<file path="src/rtl/ras_pkg.sv">
// ras_pkg: shared constants and helpers for the return-address stack.
//   FULL_REJECT / FULL_CIRCULAR : encodings of the FULL_MODE parameter.
//   ptr_wrap()                  : modulo-DEPTH pointer step. DEPTH need not be
//                                 a power of two, so plain binary wrap is not used.
package ras_pkg;

  localparam int FULL_REJECT   = 0;
  localparam int FULL_CIRCULAR = 1;

  // inc=1 steps forward (DEPTH-1 -> 0), inc=0 steps backward (0 -> DEPTH-1).
  function automatic int ptr_wrap(input int ptr, input logic inc, input int depth);
    if (inc) begin
      return (ptr >= depth - 1) ? 0 : ptr + 1;
    end
    return (ptr == 0) ? depth - 1 : ptr - 1;
  endfunction

endpackage

</file>
<file path="src/rtl/ras_storage.sv">
// ras_storage: DEPTH x DATA_W register file holding the stacked addresses.
//   clock             : rising-edge clock
//   we, waddr, wdata  : synchronous write port
//   raddr, rdata      : asynchronous (combinational) read port
// Contents are deliberately not reset; the control logic masks reads while empty.
module ras_storage #(
  parameter int DATA_W = 32,
  parameter int DEPTH  = 8,
  parameter int PTR_W  = $clog2(DEPTH)
) (
  input  logic              clock,
  input  logic              we,
  input  logic [PTR_W-1:0]  waddr,
  input  logic [DATA_W-1:0] wdata,
  input  logic [PTR_W-1:0]  raddr,
  output logic [DATA_W-1:0] rdata
);

  logic [DATA_W-1:0] mem_q [DEPTH];

  always_ff @(posedge clock) begin
    if (we) begin
      mem_q[waddr] <= wdata;
    end
  end

  assign rdata = mem_q[raddr];

endmodule

</file>
<file path="src/rtl/return_addr_stack.sv">
// return_addr_stack: parametrised hardware return-address stack for IF.
//   clock      : rising-edge clock
//   reset      : asynchronous active-low reset
//   push       : store push_data on top (CALL)
//   pop        : discard top entry (RET)
//   push_data  : return PC to push
//   flush      : empty the stack; overrides push/pop, leaves flags alone
//   clear_err  : clear sticky flags (a same-cycle error still sets them)
//   top_data   : current top entry, combinational, 0 when empty
//   empty/full : count == 0 / count == DEPTH
//   count      : number of valid entries
//   overflow   : sticky, push attempted while full
//   underflow  : sticky, pop attempted while empty
// Outputs depend only on registered state, never on the command inputs.
module return_addr_stack
  import ras_pkg::*;
#(
  parameter int DATA_W    = 32,
  parameter int DEPTH     = 8,
  parameter int FULL_MODE = FULL_REJECT,
  parameter int CNT_W     = $clog2(DEPTH + 1)
) (
  input  logic              clock,
  input  logic              reset,
  input  logic              push,
  input  logic              pop,
  input  logic [DATA_W-1:0] push_data,
  input  logic              flush,
  input  logic              clear_err,
  output logic [DATA_W-1:0] top_data,
  output logic              empty,
  output logic              full,
  output logic [CNT_W-1:0]  count,
  output logic              overflow,
  output logic              underflow
);

  localparam int PTR_W = $clog2(DEPTH);

  logic [PTR_W-1:0]  wp_q, wp_d;
  logic [CNT_W-1:0]  count_q, count_d;
  logic              ovf_q, ovf_d;
  logic              unf_q, unf_d;

  logic [PTR_W-1:0]  wp_inc, wp_dec;
  logic              ovf_set, unf_set;
  logic              we;
  logic [PTR_W-1:0]  waddr;
  logic [DATA_W-1:0] rdata;

  assign wp_inc = PTR_W'(ptr_wrap(int'(wp_q), 1'b1, DEPTH));
  assign wp_dec = PTR_W'(ptr_wrap(int'(wp_q), 1'b0, DEPTH));

  assign empty     = (count_q == '0);
  assign full      = (count_q == CNT_W'(DEPTH));
  assign count     = count_q;
  assign overflow  = ovf_q;
  assign underflow = unf_q;
  // The top entry always sits one slot below the write pointer.
  assign top_data  = empty ? '0 : rdata;

  ras_storage #(
    .DATA_W (DATA_W),
    .DEPTH  (DEPTH),
    .PTR_W  (PTR_W)
  ) u_storage (
    .clock (clock),
    .we    (we),
    .waddr (waddr),
    .wdata (push_data),
    .raddr (wp_dec),
    .rdata (rdata)
  );

  always_comb begin
    wp_d    = wp_q;
    count_d = count_q;
    ovf_set = 1'b0;
    unf_set = 1'b0;
    we      = 1'b0;
    waddr   = wp_q;

    if (flush) begin
      wp_d    = '0;
      count_d = '0;
    end else begin
      unique case ({push, pop})
        2'b10: begin
          if (!full) begin
            we      = 1'b1;
            wp_d    = wp_inc;
            count_d = count_q + CNT_W'(1);
          end else begin
            ovf_set = 1'b1;
            // Circular mode overwrites the oldest slot, which is exactly wp
            // when the stack is full; count saturates at DEPTH.
            if (FULL_MODE == FULL_CIRCULAR) begin
              we   = 1'b1;
              wp_d = wp_inc;
            end
          end
        end
        2'b01: begin
          if (!empty) begin
            wp_d    = wp_dec;
            count_d = count_q - CNT_W'(1);
          end else begin
            unf_set = 1'b1;
          end
        end
        2'b11: begin
          if (!empty) begin
            // Replace top in place: no pointer or count movement, no flags.
            we    = 1'b1;
            waddr = wp_dec;
          end else begin
            // Pop on empty is an error, but the push still lands, rebased at 0.
            unf_set = 1'b1;
            we      = 1'b1;
            waddr   = '0;
            wp_d    = PTR_W'(1);
            count_d = CNT_W'(1);
          end
        end
        default: ;
      endcase
    end

    // Set beats clear when both happen in the same cycle.
    ovf_d = ovf_set | (ovf_q & ~clear_err);
    unf_d = unf_set | (unf_q & ~clear_err);
  end

  always_ff @(posedge clock or negedge reset) begin
    if (!reset) begin
      wp_q    <= '0;
      count_q <= '0;
      ovf_q   <= 1'b0;
      unf_q   <= 1'b0;
    end else begin
      wp_q    <= wp_d;
      count_q <= count_d;
      ovf_q   <= ovf_d;
      unf_q   <= unf_d;
    end
  end

endmodule

</file>
<file path="config.mk">
export PLATFORM = sky130hd
export DESIGN_NAME = return_addr_stack
export DESIGN_NICKNAME = d
export VERILOG_FILES = /design/src/rtl/ras_pkg.sv /design/src/rtl/ras_storage.sv /design/src/rtl/return_addr_stack.sv
export SDC_FILE = /design/constraint.sdc
export NUM_CORES = 1
export LEC_CHECK = 0
export ABC_CLOCK_PERIOD_IN_PS = 15000
export BUFFER_PORTS_ARGS = -buffer_cell sky130_fd_sc_hd__buf_2
export CORE_AREA = 4 4 192 194
export CTS_CLUSTER_DIAMETER = 40
export CTS_CLUSTER_SIZE = 24
export DETAILED_ROUTE_END_ITERATION = 8
export DIE_AREA = 0 0 196 198
export SLEW_MARGIN = 25
export SYNTH_ARGS = -nofsm -noshare
export SYNTH_HDL_FRONTEND = slang
export SYNTH_SLANG_ARGS = --single-unit
</file>
<file path="constraint.sdc">
create_clock -name clock -period 15 [get_ports clock]
set_clock_uncertainty 0.15 [all_clocks]
set_input_delay 0.75 -clock clock [delete_from_list [all_inputs] [get_ports clock]]
set_output_delay 0.75 -clock clock [all_outputs]
set_load 0.02 [all_outputs]
</file>
### After elaboration in Yosys (flattened, before gate mapping)

Memories as Yosys holds them, arrays and structs flattened.
Index checks and enable logic that the tools add are counted.

* bits in registers: 9
* memory bits (writable): 256
* input bits: 38
* output and inout bits: 40
* word-level logic and storage cells: 54
* memories kept: 1

Memory list
* u_storage.mem_q: words 8, width 32, read ports 1, clocked after Yosys merged registers in 0, wr ports 1, line ras_storage.sv:19 `logic [DATA_W-1:0] mem_q [DEPTH];`

* $add $sub $neg: 4
* $lt $le $gt $ge: 1
* equality and inequality tests: 7
* muxes and demuxes: 27
* bitwise operators: 5
* reductions and logical operators: 5

Operator list (count)
* 32-bit two-way mux: 1
* 3-bit two-way mux: 9
* 4-bit two-way mux: 4
* 4-bit one-hot mux with 3 select lines: 1
* 1-bit two-way mux: 10
* 3-bit inequality test, second input constant: 3
* 3-bit one-hot mux with 3 select lines: 1
* 4-bit by 1-bit adder with 4-bit output, second input constant: 1
* 2-bit == test, second input constant: 2
* 4-bit == test, second input constant: 1
* 4-bit zero test: 1
* 4-bit AND reduction: 1
* 4-bit nonzero test: 1
* 4-bit by 1-bit subtractor with 4-bit output, second input constant: 1
* 3-bit by 1-bit adder with 3-bit output, second input constant: 1
* 3-bit >= comparator, second input constant: 1
* 3-bit zero test: 1
* 3-bit by 1-bit subtractor with 3-bit output, second input constant: 1
* 1-bit bitwise AND: 2
* 2-bit by 1-bit == test with 1-bit output, second input constant: 1
* 1-bit bitwise OR: 2
* 1-bit one-hot mux with 2 select lines: 1
* 2-bit OR reduction: 1
* 1-bit NOT: 1

### Logic depth before layout (Yosys ltp)

Gate-level depths: netlist of the first run.

* word-level depth: 6
* depth in mapped cells: 8
* mapped depth without buffers: 7

### Modules after synthesis

From an unflattened synthesis of the first run, not the netlist that was laid out.

* cell total of the unflattened synthesis: 505
* area total of the unflattened synthesis: 10829.1 um2

Modules (own cells, without submodules)
* ras_storage: times used 1, cells each 383, area each 9825.7 um2, sequential area each 7687.4 um2
* return_addr_stack: times used 1, cells each 122, area each 1003.5 um2, sequential area each 225.2 um2

### Worst setup path before layout of the first run

Ideal clock, no wire load.

* path type: reg-to-reg
* start: register count_q[1], in the netlist count[1]
* end: memory u_storage.mem_q[4][0] (enable)
* setup time: 513 ps
* arrival time: 5009 ps
* data required time: 14337 ps
* setup slack: 9328 ps
* stages on the path, launching flop included: 7
* path buffers: 1
* clock period less this slack: 5672 ps
* cells stage by stage: dfrtp_1 buf_6 or4_4 inv_2 nor4_1 a21oi_4 nor4b_1

* elaborated cells between the ends (all ways): 10
* those cells by class: eq/ne (1); mux (8); reduce/logical (1)

RTL lines
* start, declared: line return_addr_stack.sv:41 `logic [CNT_W-1:0] count_q, count_d;`
* start signal, assigned: line return_addr_stack.sv:142 `count_q <= count_d;`
* 4-bit zero test: line return_addr_stack.sv:54 `assign empty = (count_q == '0);`
* named net empty: line return_addr_stack.sv:31 `output logic empty,`
* 3-bit two-way mux: line return_addr_stack.sv:112 `if (!empty) begin`
* 3-bit two-way mux: line return_addr_stack.sv:87 `unique case ({push, pop})`
* 3-bit two-way mux: line return_addr_stack.sv:83 `if (flush) begin`
* end, declared: line ras_storage.sv:19

The timed path passes the listed nets, and every way through them passes these cells.

### Final worst setup path of the first run

* start: register wp_q[0]
* end: output top_data[15]

* cells in the longest elaborated chain, start to end: 4
* elaborated cells between the ends (all ways): 5
* those cells by class: add/sub (1); mux (2); reduce/logical (1); memory (1)

RTL lines
* start, declared: line return_addr_stack.sv:40 `logic [PTR_W-1:0] wp_q, wp_d;`
* start signal, assigned: line return_addr_stack.sv:141 `wp_q <= wp_d;`
* 3-bit by 1-bit subtractor with 3-bit output or 3-bit zero test (tied branches): line ras_pkg.sv:15 `return (ptr == 0) ? depth - 1 : ptr - 1;`
* 3-bit two-way mux (*): line ras_pkg.sv:15
* memory read 8 x 32 bit (*)
* 32-bit two-way mux (*): line return_addr_stack.sv:60 `assign top_data = empty ? '0 : rdata;`
* end, declared: line return_addr_stack.sv:30 `output logic [DATA_W-1:0] top_data,`

Mark *: on every way between the ends. The rest lies on a longest branch, timed or not.

==> flow_summary.json, run 1 <==
{
  "synth-xor-area-share_pct": 0.0838,
  "die_w_um": 196,
  "cpLargestDelayFamily": "buffers and inverters",
  "status": "complete, no violations",
  "crit_chain": "inv_1 > ha_4 > nor2b_2 > nor2_4 > buf_4 > mux4_2 > a22o_1 > buf_2",
  "io_buffers": 77,
  "num_io_pins": 78,
  "cts_resized": 0,
  "p_leak_nw": 4.14,
  "maxCapViolCount": 0,
  "synth-compound-area-share_pct": 4.77,
  "crit_slowest_cell": "mux4_2",
  "wl_per_cell_um": 21.3,
  "drcViolationCount": 0,
  "netlist_top_cells_count": "256 x edfxtp_1, 64 x mux4_2, 32 x a22o_1, 17 x clkbuf_1, 9 x dfrtp_1",
  "ys_warn_count": 0,
  "cts.path.max_buffers": 3,
  "cts_sinks": 265,
  "finalHoldViolCount": 0,
  "syn_nets": 519,
  "cts_buffers": 34,
  "vdd.ir_drop.worst_mv": 0.0697,
  "cp_max_fo": 37,
  "rrSetupSlack_ns": 11.49,
  "grt_overflow": 0,
  "synth_top_area_share_pct": 73.6,
  "synthFlopType": "edfxtp_1",
  "tritoncts": "built",
  "synth-seq-cells": 265,
  "rr_endpoint": "u_storage.mem_q[4][1]$_DFFE_PP_",
  "drv_slew": 0,
  "hold_ws_ns": 0.312,
  "die_y_um": 198,
  "synth_seq_area_share_pct": 75.7,
  "netlist_area_sq_um": 10400,
  "area_delta_synth_final_pct": 19.6,
  "final.setup.tns_ns": 0,
  "holdPathStages": 2,
  "yosysTopAreaCell": "edfxtp_1",
  "synth_top_family_by_area": "multiplexers",
  "worst-path-buf-inv": 3,
  "crit_required_ns": 14.10,
  "vias_per_cell": 4.84,
  "endpoint_kind": "output port",
  "synth_edf_count": 256,
  "synthTopCellsByArea": "edfxtp_1 74%, mux4_2 14%, a22o_1 2.7%",
  "arrival_ns": 3.28,
  "drtIter0Drc": 293,
  "syn_avg_cell_area_sq_um": 22.0,
  "rsz0062_at_grt": "no",
  "rows": 69,
  "finalCritPeriodShare_pct": 27.9,
  "yosys.area_share.adder_pct": 0.719,
  "grt_usage_pct": 11.5,
  "clk_pin_slew_worst_paths_ns": 0.05,
  "worst_pin_slew_ns": 1.00,
  "insertion_delay_ns": 0.49,
  "max_stage_delay_ns": 0.63,
  "antenna_found_initial": 3,
  "gp_congestion": 0.682,
  "vias": 5111,
  "slew_headroom_pct": 33.1,
  "power.density_nw_per_um2": 168,
  "holdCritPathClass": "in -> reg",
  "cp-start-kind": "register",
  "nets": 616,
  "synth.area.mux_share_pct": 14.8,
  "insertedDiodeCount": 0,
  "dieArea_sq_um": 38800,
  "fin_crit_ns": 4.18,
  "hp-start": "clear_err",
  "synth_simple_gate_area_share_pct": 2.26,
  "synth.most_common_cell": "edfxtp_1",
  "whs_endpoint": "overflow$_DFF_PN0_",
  "antenna_left": 0,
  "core_area_sq_um": 35200,
  "drt_wl_total_um": 22500,
  "grt_pass1_wl_um": 33700,
  "async_reset_ff_share_pct": 3.40,
  "setup_viol": 0,
  "dr.pass1.iters": 5,
  "initial_core_util_pct": 29.7,
  "h-tree-depth": 2,
  "cts_root_buf": "clkbuf_16",
  "timing.fmax_ghz": 0.239,
  "grt_pass1_vias": 5445,
  "drive_gt1_share_pct": 38.1,
  "hpwl_um": 12500,
  "synthDistinctLibCells": 52,
  "worstRegToRegCells": 6,
  "r2r-start": "wp_q[0]$_DFFE_PN0P_",
  "critical_path_class": "reg -> out",
  "grt_max_degree": 67,
  "netlist_instances": 475
}
logic make-up after synthesis:
logic type / count (synthesis)
adder cells (fa/ha/maj): 6
multiplexers: 71
flip-flops: 265
XOR/XNOR: 1
AO/OA/AOI/OAI: 58
AND/OR/NAND/NOR: 38
buffers and inverters: 36
placed cells by master, fill, tap and decap left out, types with 2 or more instances in the layout:
cell type / count
mux2_2: 2
clkbuf_1: 6
o21ai_0: 2
inv_1: 8
clkinv_1: 3
nor2_4: 2
ha_1: 5
a211oi_1: 2
edfxtp_1: 256
nand2_1: 4
clkinvlp_4: 2
a21oi_1: 4
a22o_1: 32
clkinv_2: 4
a211o_1: 2
clkinv_4: 5
buf_2: 77
mux2_4: 3
mux4_2: 64
nor3_1: 4
a21o_1: 2
clkbuf_16: 34
nand3_1: 3
inv_6: 4
nor3b_1: 3
nor2_1: 5
buf_4: 9
nor3_2: 2
dfrtp_1: 9
state kept, by name, summed over array words and instances (netlist names):
name / count
count: 4
overflow: 1
u_storage.mem_q: 256
underflow: 1
wp_q: 3
stage by stage:
stage | total power [mW] | worst slack (ns) | instance area [sq um] | util, % | instances
4_1_cts | 2.13 | 10.73 | 12500 | 35.5 | 1057
3_3_place_gp | 1.38 | 11.26 | 11400 | 32.4 | 995
3_5_place_dp | 1.39 | 11.26 | 11400 | 32.5 | 996
2_1_floorplan | 1.22 | 9.33 | 10400 | - | 475
6_report | 2.10 | 10.82 | 12500 | 35.5 | 1057
5_1_grt | 2.20 | 10.56 | 12500 | 35.5 | 1057
how the worst max path moves through the flow:
stage / start / to / slack (ns) / cells after the start
6_report: wp_q[0]$_DFFE_PN0P_ / top_data[15] / 10.82 / 8
5_1_grt: wp_q[0]$_DFFE_PN0P_ / top_data[15] / 10.56 / 8
4_1_cts: wp_q[0]$_DFFE_PN0P_ / top_data[15] / 10.73 / 8
3_5_place_dp: wp_q[0]$_DFFE_PN0P_ / u_storage.mem_q[1][13]$_DFFE_PP_ / 11.26 / 5
3_3_place_gp: wp_q[0]$_DFFE_PN0P_ / top_data[3] / 11.26 / 7
2_1_floorplan: count[1]$_DFFE_PN0P_ / u_storage.mem_q[4][0]$_DFFE_PP_ / 9.33 / 6
where the power goes:
group          switching (mW)  internal (mW)
Clock                   0.297          0.440
Combinational           0.294          0.209
Sequential             0.0151          0.845
Total                   0.606           1.49
routing by layer:
metal  vias up  GRT usage, %  part of all wire [%]
met3        41          2.62                   5.4
met1      2684          14.6                    43
met5         -             0                  0.15
li1       2235             -                     -
met4         6          3.75                   2.2
met2       145          19.5                    49
final cells by class:
type | instances | area, sq um
Clock inverter | 20 | 171
Sequential cell | 265 | 7910
Inverter | 9 | 33.8
Multi-Input combinational cell | 174 | 2440
Timing Repair Buffer | 88 | 490
Fill cell | 3285 | 22700
Clock buffer | 40 | 873
Tap cell | 461 | 577
timing repair:
| action | in CTS | in global routing |
|---|---|---|
| hold endpoints to repair | 9 | 0 |
| hold buffers | 1 | 0 |
| buffers inserted | 0 | 0 |
No activity file was read; power rests on OpenSTA's default activity.
==> run 2, diff against run 1 <==
Settings changed: ABC_CLOCK_PERIOD_IN_PS 15000 to 3600.
Clock period 15 ns to 3.6 ns, I/O delays scaled along.
==> flow_summary.json, run 2 (synthesis results as in run 1) <==
{
  "rows": 69,
  "cts_sinks": 265,
  "vias": 5256,
  "rr_endpoint": "u_storage.mem_q[0][31]$_DFFE_PP_",
  "grt_max_degree": 66,
  "wl_per_cell_um": 20.5,
  "io_buffers": 77,
  "grt_overflow": 0,
  "crit_chain": "inv_1 > ha_4 > nor2b_2 > nor2_4 > buf_4 > mux4_2 > a22o_1 > buf_2",
  "final_cell_mix": "256 x edfxtp_1, 77 x buf_2, 64 x mux4_2",
  "vdd.ir_drop.worst_mv": 0.351,
  "fin_crit_ns": 3.43,
  "cp-start-kind": "register",
  "crit_slowest_cell": "mux4_2",
  "r2r-start": "wp_q[0]$_DFFE_PN0P_",
  "slew_headroom_pct": 46.3,
  "dieArea_sq_um": 38800,
  "num_io_pins": 78,
  "p_leak_nw": 4.42,
  "instances_no_fill": 1099,
  "max_stage_delay_ns": 0.57,
  "holdPathStages": 2,
  "postCtsSetupBuffers": 0,
  "critical_path_class": "reg -> out",
  "maxCapViolCount": 0,
  "largest_reg_flops": 256,
  "power.density_nw_per_um2": 693,
  "antenna_found_initial": 1,
  "core_area_sq_um": 35200,
  "cts.path.max_buffers": 3,
  "worst_pin_slew_ns": 0.805,
  "top_register": "u_storage.mem_q",
  "grt_usage_pct": 11.7,
  "finalHoldViolCount": 0,
  "cts_buffers": 34,
  "cpLargestDelayFamily": "buffers and inverters",
  "fin_util_pct": 37.2,
  "rsz0062_at_grt": "no",
  "place_inst": 1000,
  "drt_wl_total_um": 22500,
  "rrSetupSlack_ns": 0.62,
  "setup_viol": 0,
  "grt_pass1_wl_um": 35100,
  "status": "complete, no violations",
  "grt_pass1_vias": 5823,
  "tritoncts": "built",
  "hpwl_um": 13000,
  "cts_root_buf": "clkbuf_16",
  "drv_slew": 0,
  "die_w_um": 196,
  "drive_gt1_share_pct": 37.4,
  "die_y_um": 198,
  "worst-path-buf-inv": 3,
  "dr.pass1.iters": 4,
  "cp_max_fo": 21,
  "whs_endpoint": "underflow$_DFF_PN0_",
  "drtIter0Drc": 308,
  "antenna_left": 0,
  "holdCritPathClass": "in -> reg",
  "clk_pin_slew_worst_paths_ns": 0.05,
  "gp_congestion": 0.706,
  "vias_per_cell": 4.78,
  "worstRegToRegCells": 7,
  "final_common_cell": "edfxtp_1",
  "timing.fmax_ghz": 0.291,
  "area_delta_synth_final_pct": 25.6,
  "crit_required_ns": 3.27,
  "nets": 656,
  "arrival_ns": 3.10,
  "insertion_delay_ns": 0.48,
  "final.setup.tns_ns": 0,
  "endpoint_kind": "output port",
  "initial_core_util_pct": 29.7,
  "h-tree-depth": 2,
  "finalPower_mw": 9.10,
  "hp-start": "pop",
  "finalCritPeriodShare_pct": 95.3,
  "drcViolationCount": 0
}
-- run 2: through the flow --
stage	hold slack [ns]	worst slack (ns)	area (sq um)
after global routing	0.0754	0.0136	13100
after floorplan	-0.266	-0.0131	10500
final	0.0648	0.168	13100
after detailed placement	-0.0954	0.486	11600
after global placement	-0.108	0.629	11600
after CTS	0.0380	0.0399	13100
-- run 2: final cells by class --
type / instances / area [sq um]
Antenna cell: 1 / 2.50
Multi-Input combinational cell: 174 / 2470
Inverter: 9 / 33.8
Sequential cell: 265 / 7910
Timing Repair Buffer: 128 / 965
Fill cell: 3220 / 22100
Clock buffer: 35 / 876
Tap cell: 461 / 577
Clock inverter: 26 / 277
-- run 2: where the power goes --
group	switching [mW]	internal, mW
registers	0.0643	3.52
logic	1.26	0.909
clock network	1.26	2.09
total	2.58	6.52
-- run 2: metal layers --
metal,wire length [um],track usage (%),up-vias,part of all wire (%)
li1,-,-,2315,-
met1,9390,15.0,2753,42
met2,11700,20.5,153,52
met3,1030,2.28,35,4.6
met4,376,3.15,0,1.7
met5,0,0,-,0
-- run 2: worst max-delay path by stage --
stage	start	end	slack, ns	depth (start not counted)
after global placement	wp_q[0]$_DFFE_PN0P_	u_storage.mem_q[0][18]$_DFFE_PP_	0.63	7
after CTS	wp_q[0]$_DFFE_PN0P_	top_data[14]	0.04	8
after floorplan	count[1]$_DFFE_PN0P_	u_storage.mem_q[5][0]$_DFFE_PP_	-0.01	6
after detailed placement	wp_q[0]$_DFFE_PN0P_	u_storage.mem_q[0][18]$_DFFE_PP_	0.49	7
final	wp_q[0]$_DFFE_PN0P_	top_data[10]	0.17	8
after global routing	wp_q[0]$_DFFE_PN0P_	top_data[10]	0.01	8
-- run 2: what timing repair did --
| action | in CTS | in global routing |
|---|---|---|
| endpoints found under the hold margin | 269 | 0 |
| hold buffers | 37 | 0 |
| gates resized for setup | 0 | 2 |
| endpoints found under the setup margin | 0 | 19 |
==> run 3, diff against run 2 <==
--- a/config.mk
+++ b/config.mk
@@ -6,5 +6,5 @@
 export NUM_CORES = 1
 export LEC_CHECK = 0
-export ABC_CLOCK_PERIOD_IN_PS = 3600
+export ABC_CLOCK_PERIOD_IN_PS = 3300
 export BUFFER_PORTS_ARGS = -buffer_cell sky130_fd_sc_hd__buf_2
 export CORE_AREA = 4 4 192 194
==> constraint.sdc (replaced) <==
create_clock -name clock -period 3.3 [get_ports clock]
set_clock_uncertainty 0.15 [all_clocks]
set_input_delay 0.165 -clock clock [delete_from_list [all_inputs] [get_ports clock]]
set_output_delay 0.165 -clock clock [all_outputs]
set_load 0.1 [all_outputs]
==> flow_summary.json, run 3 (synthesis results as in run 1) <==
{
  "status": "complete, no violations",
  "insertion_delay_ns": 0.50,
  "worst-path-buf-inv": 4,
  "crit_required_ns": 2.98,
  "final_cell_mix": "256 x edfxtp_1, 64 x mux4_2, 45 x buf_2",
  "cp_max_fo": 8,
  "drcViolationCount": 0,
  "vias_per_cell": 4.78,
  "crit_slowest_cell": "mux4_2",
  "antenna_found_initial": 0,
  "maxCapViolCount": 0,
  "grt_overflow": 0,
  "finalCritPeriodShare_pct": 97.5,
  "die_w_um": 196,
  "io_buffers": 77,
  "hpwl_um": 13900,
  "instances_no_fill": 1117,
  "critical_path_class": "reg -> out",
  "endpoint_kind": "output port",
  "core_area_sq_um": 35200,
  "final_common_cell": "edfxtp_1",
  "top_register": "u_storage.mem_q",
  "final.setup.tns_ns": 0,
  "worst_slack_ns": 0.0830,
  "gp_congestion": 0.735,
  "place_ws_ns": 0.287,
  "vias": 5343,
  "drive_gt1_share_pct": 40.5,
  "fin_util_pct": 38.7,
  "power.density_nw_per_um2": 895,
  "area_delta_synth_final_pct": 30.4,
  "grt_pass1_vias": 5732,
  "drv_slew": 0,
  "worst_pin_slew_ns": 0.857,
  "rows": 69,
  "cts_buffers": 36,
  "h-tree-depth": 2,
  "timing.fmax_ghz": 0.311,
  "drtIter0Drc": 366,
  "cts_sinks": 265,
  "dr.pass1.iters": 4,
  "cts.path.max_buffers": 3,
  "cts_root_buf": "clkbuf_16",
  "cp-start-kind": "register",
  "insertedDiodeCount": 0,
  "rrSetupSlack_ns": 0.42,
  "nets": 674,
  "place_inst": 1010,
  "dieArea_sq_um": 38800,
  "max_stage_delay_ns": 0.50,
  "num_io_pins": 78,
  "fin_crit_ns": 3.22,
  "tritoncts": "built",
  "finalHoldViolCount": 0,
  "largest_reg_flops": 256,
  "crit_chain": "inv_1 > ha_4 > nor2b_2 > nor2_4 > buf_8 > clkbuf_16 > mux4_2 > a22o_1 > buf_4",
  "holdCritPathClass": "in -> reg",
  "arrival_ns": 2.90,
  "antenna_left": 0,
  "grt_pass1_wl_um": 35900,
  "wl_per_cell_um": 21.4,
  "drt_wl_total_um": 23900,
  "die_y_um": 198,
  "grt_usage_pct": 12.1,
  "clk_pin_slew_worst_paths_ns": 0.05,
  "hold_ws_ns": 0.0248,
  "slew_headroom_pct": 42.9,
  "cpLargestDelayFamily": "buffers and inverters",
  "initial_core_util_pct": 29.7,
  "setup_viol": 0,
  "p_leak_nw": 4.62,
  "grt_max_degree": 66,
  "vdd.ir_drop.worst_mv": 0.709
}
run 3: path summary, 6_finish.rpt:
kind | from | to | cells past startpoint
max | wp_q[1]$_DFFE_PN0P_ | top_data[7] | 9
max reg2reg | count[0]$_DFFE_PN0P_ | u_storage.mem_q[4][13]$_DFFE_PP_ | 6
min reg2reg | underflow$_DFF_PN0_ | underflow$_DFF_PN0_ | 1
min in group asynchronous | reset | count[1]$_DFFE_PN0P_ | 3
max in group asynchronous | reset | count[2]$_DFFE_PN0P_ | 3
min | pop | overflow$_DFF_PN0_ | 2
run 3: power by group:
part           total, mW  internal, mW  switching (mW)
sequential          3.92          3.85          0.0703
combinational       4.40          1.39            3.01
clock               3.87          2.38            1.49
run 3: cell type report:
cell class                 instances  area (sq um)
timing repair buffer             144          1360
fill                            3202         21600
multi-input combinational        174          2480
inverter                           9          46.3
clock inverter                    26           322
sequential                       265          7930
clock buffer                      38           908
tap                              461           577
run 3: routing by layer:
layer | vias to the layer above | GRT usage, % | wire (um)
met4 | 0 | 2.95 | 348
met2 | 109 | 20.8 | 12100
met1 | 2845 | 16.1 | 10500
met3 | 33 | 2.30 | 935
li1 | 2356 | - | -
met5 | - | 0 | 0
run 3: per-stage QoR:
step	instance area [sq um]	total power [mW]
after floorplan	10600	7.12
after global placement	11700	8.02
after detailed placement	11700	8.06
after CTS	13500	12.3
after global routing	13600	12.6
final	13600	12.2
run 3: worst reg2reg max path: stages, from the launching register on:
cell,delay [ns]
dfrtp_4,0.53
or4_4,0.62
inv_12,0.11
nor4_1,0.07
a21oi_4,0.37
nor4b_4,0.30
buf_4,0.38
run 3: timing repair:
item,in CTS,in global routing
pin swaps,1,0
gates resized for setup,44,6
hold buffers,36,0
buffers inserted,2,0
cloned,2,3
setup endpoints to repair,32,32
hold endpoints to repair,271,0
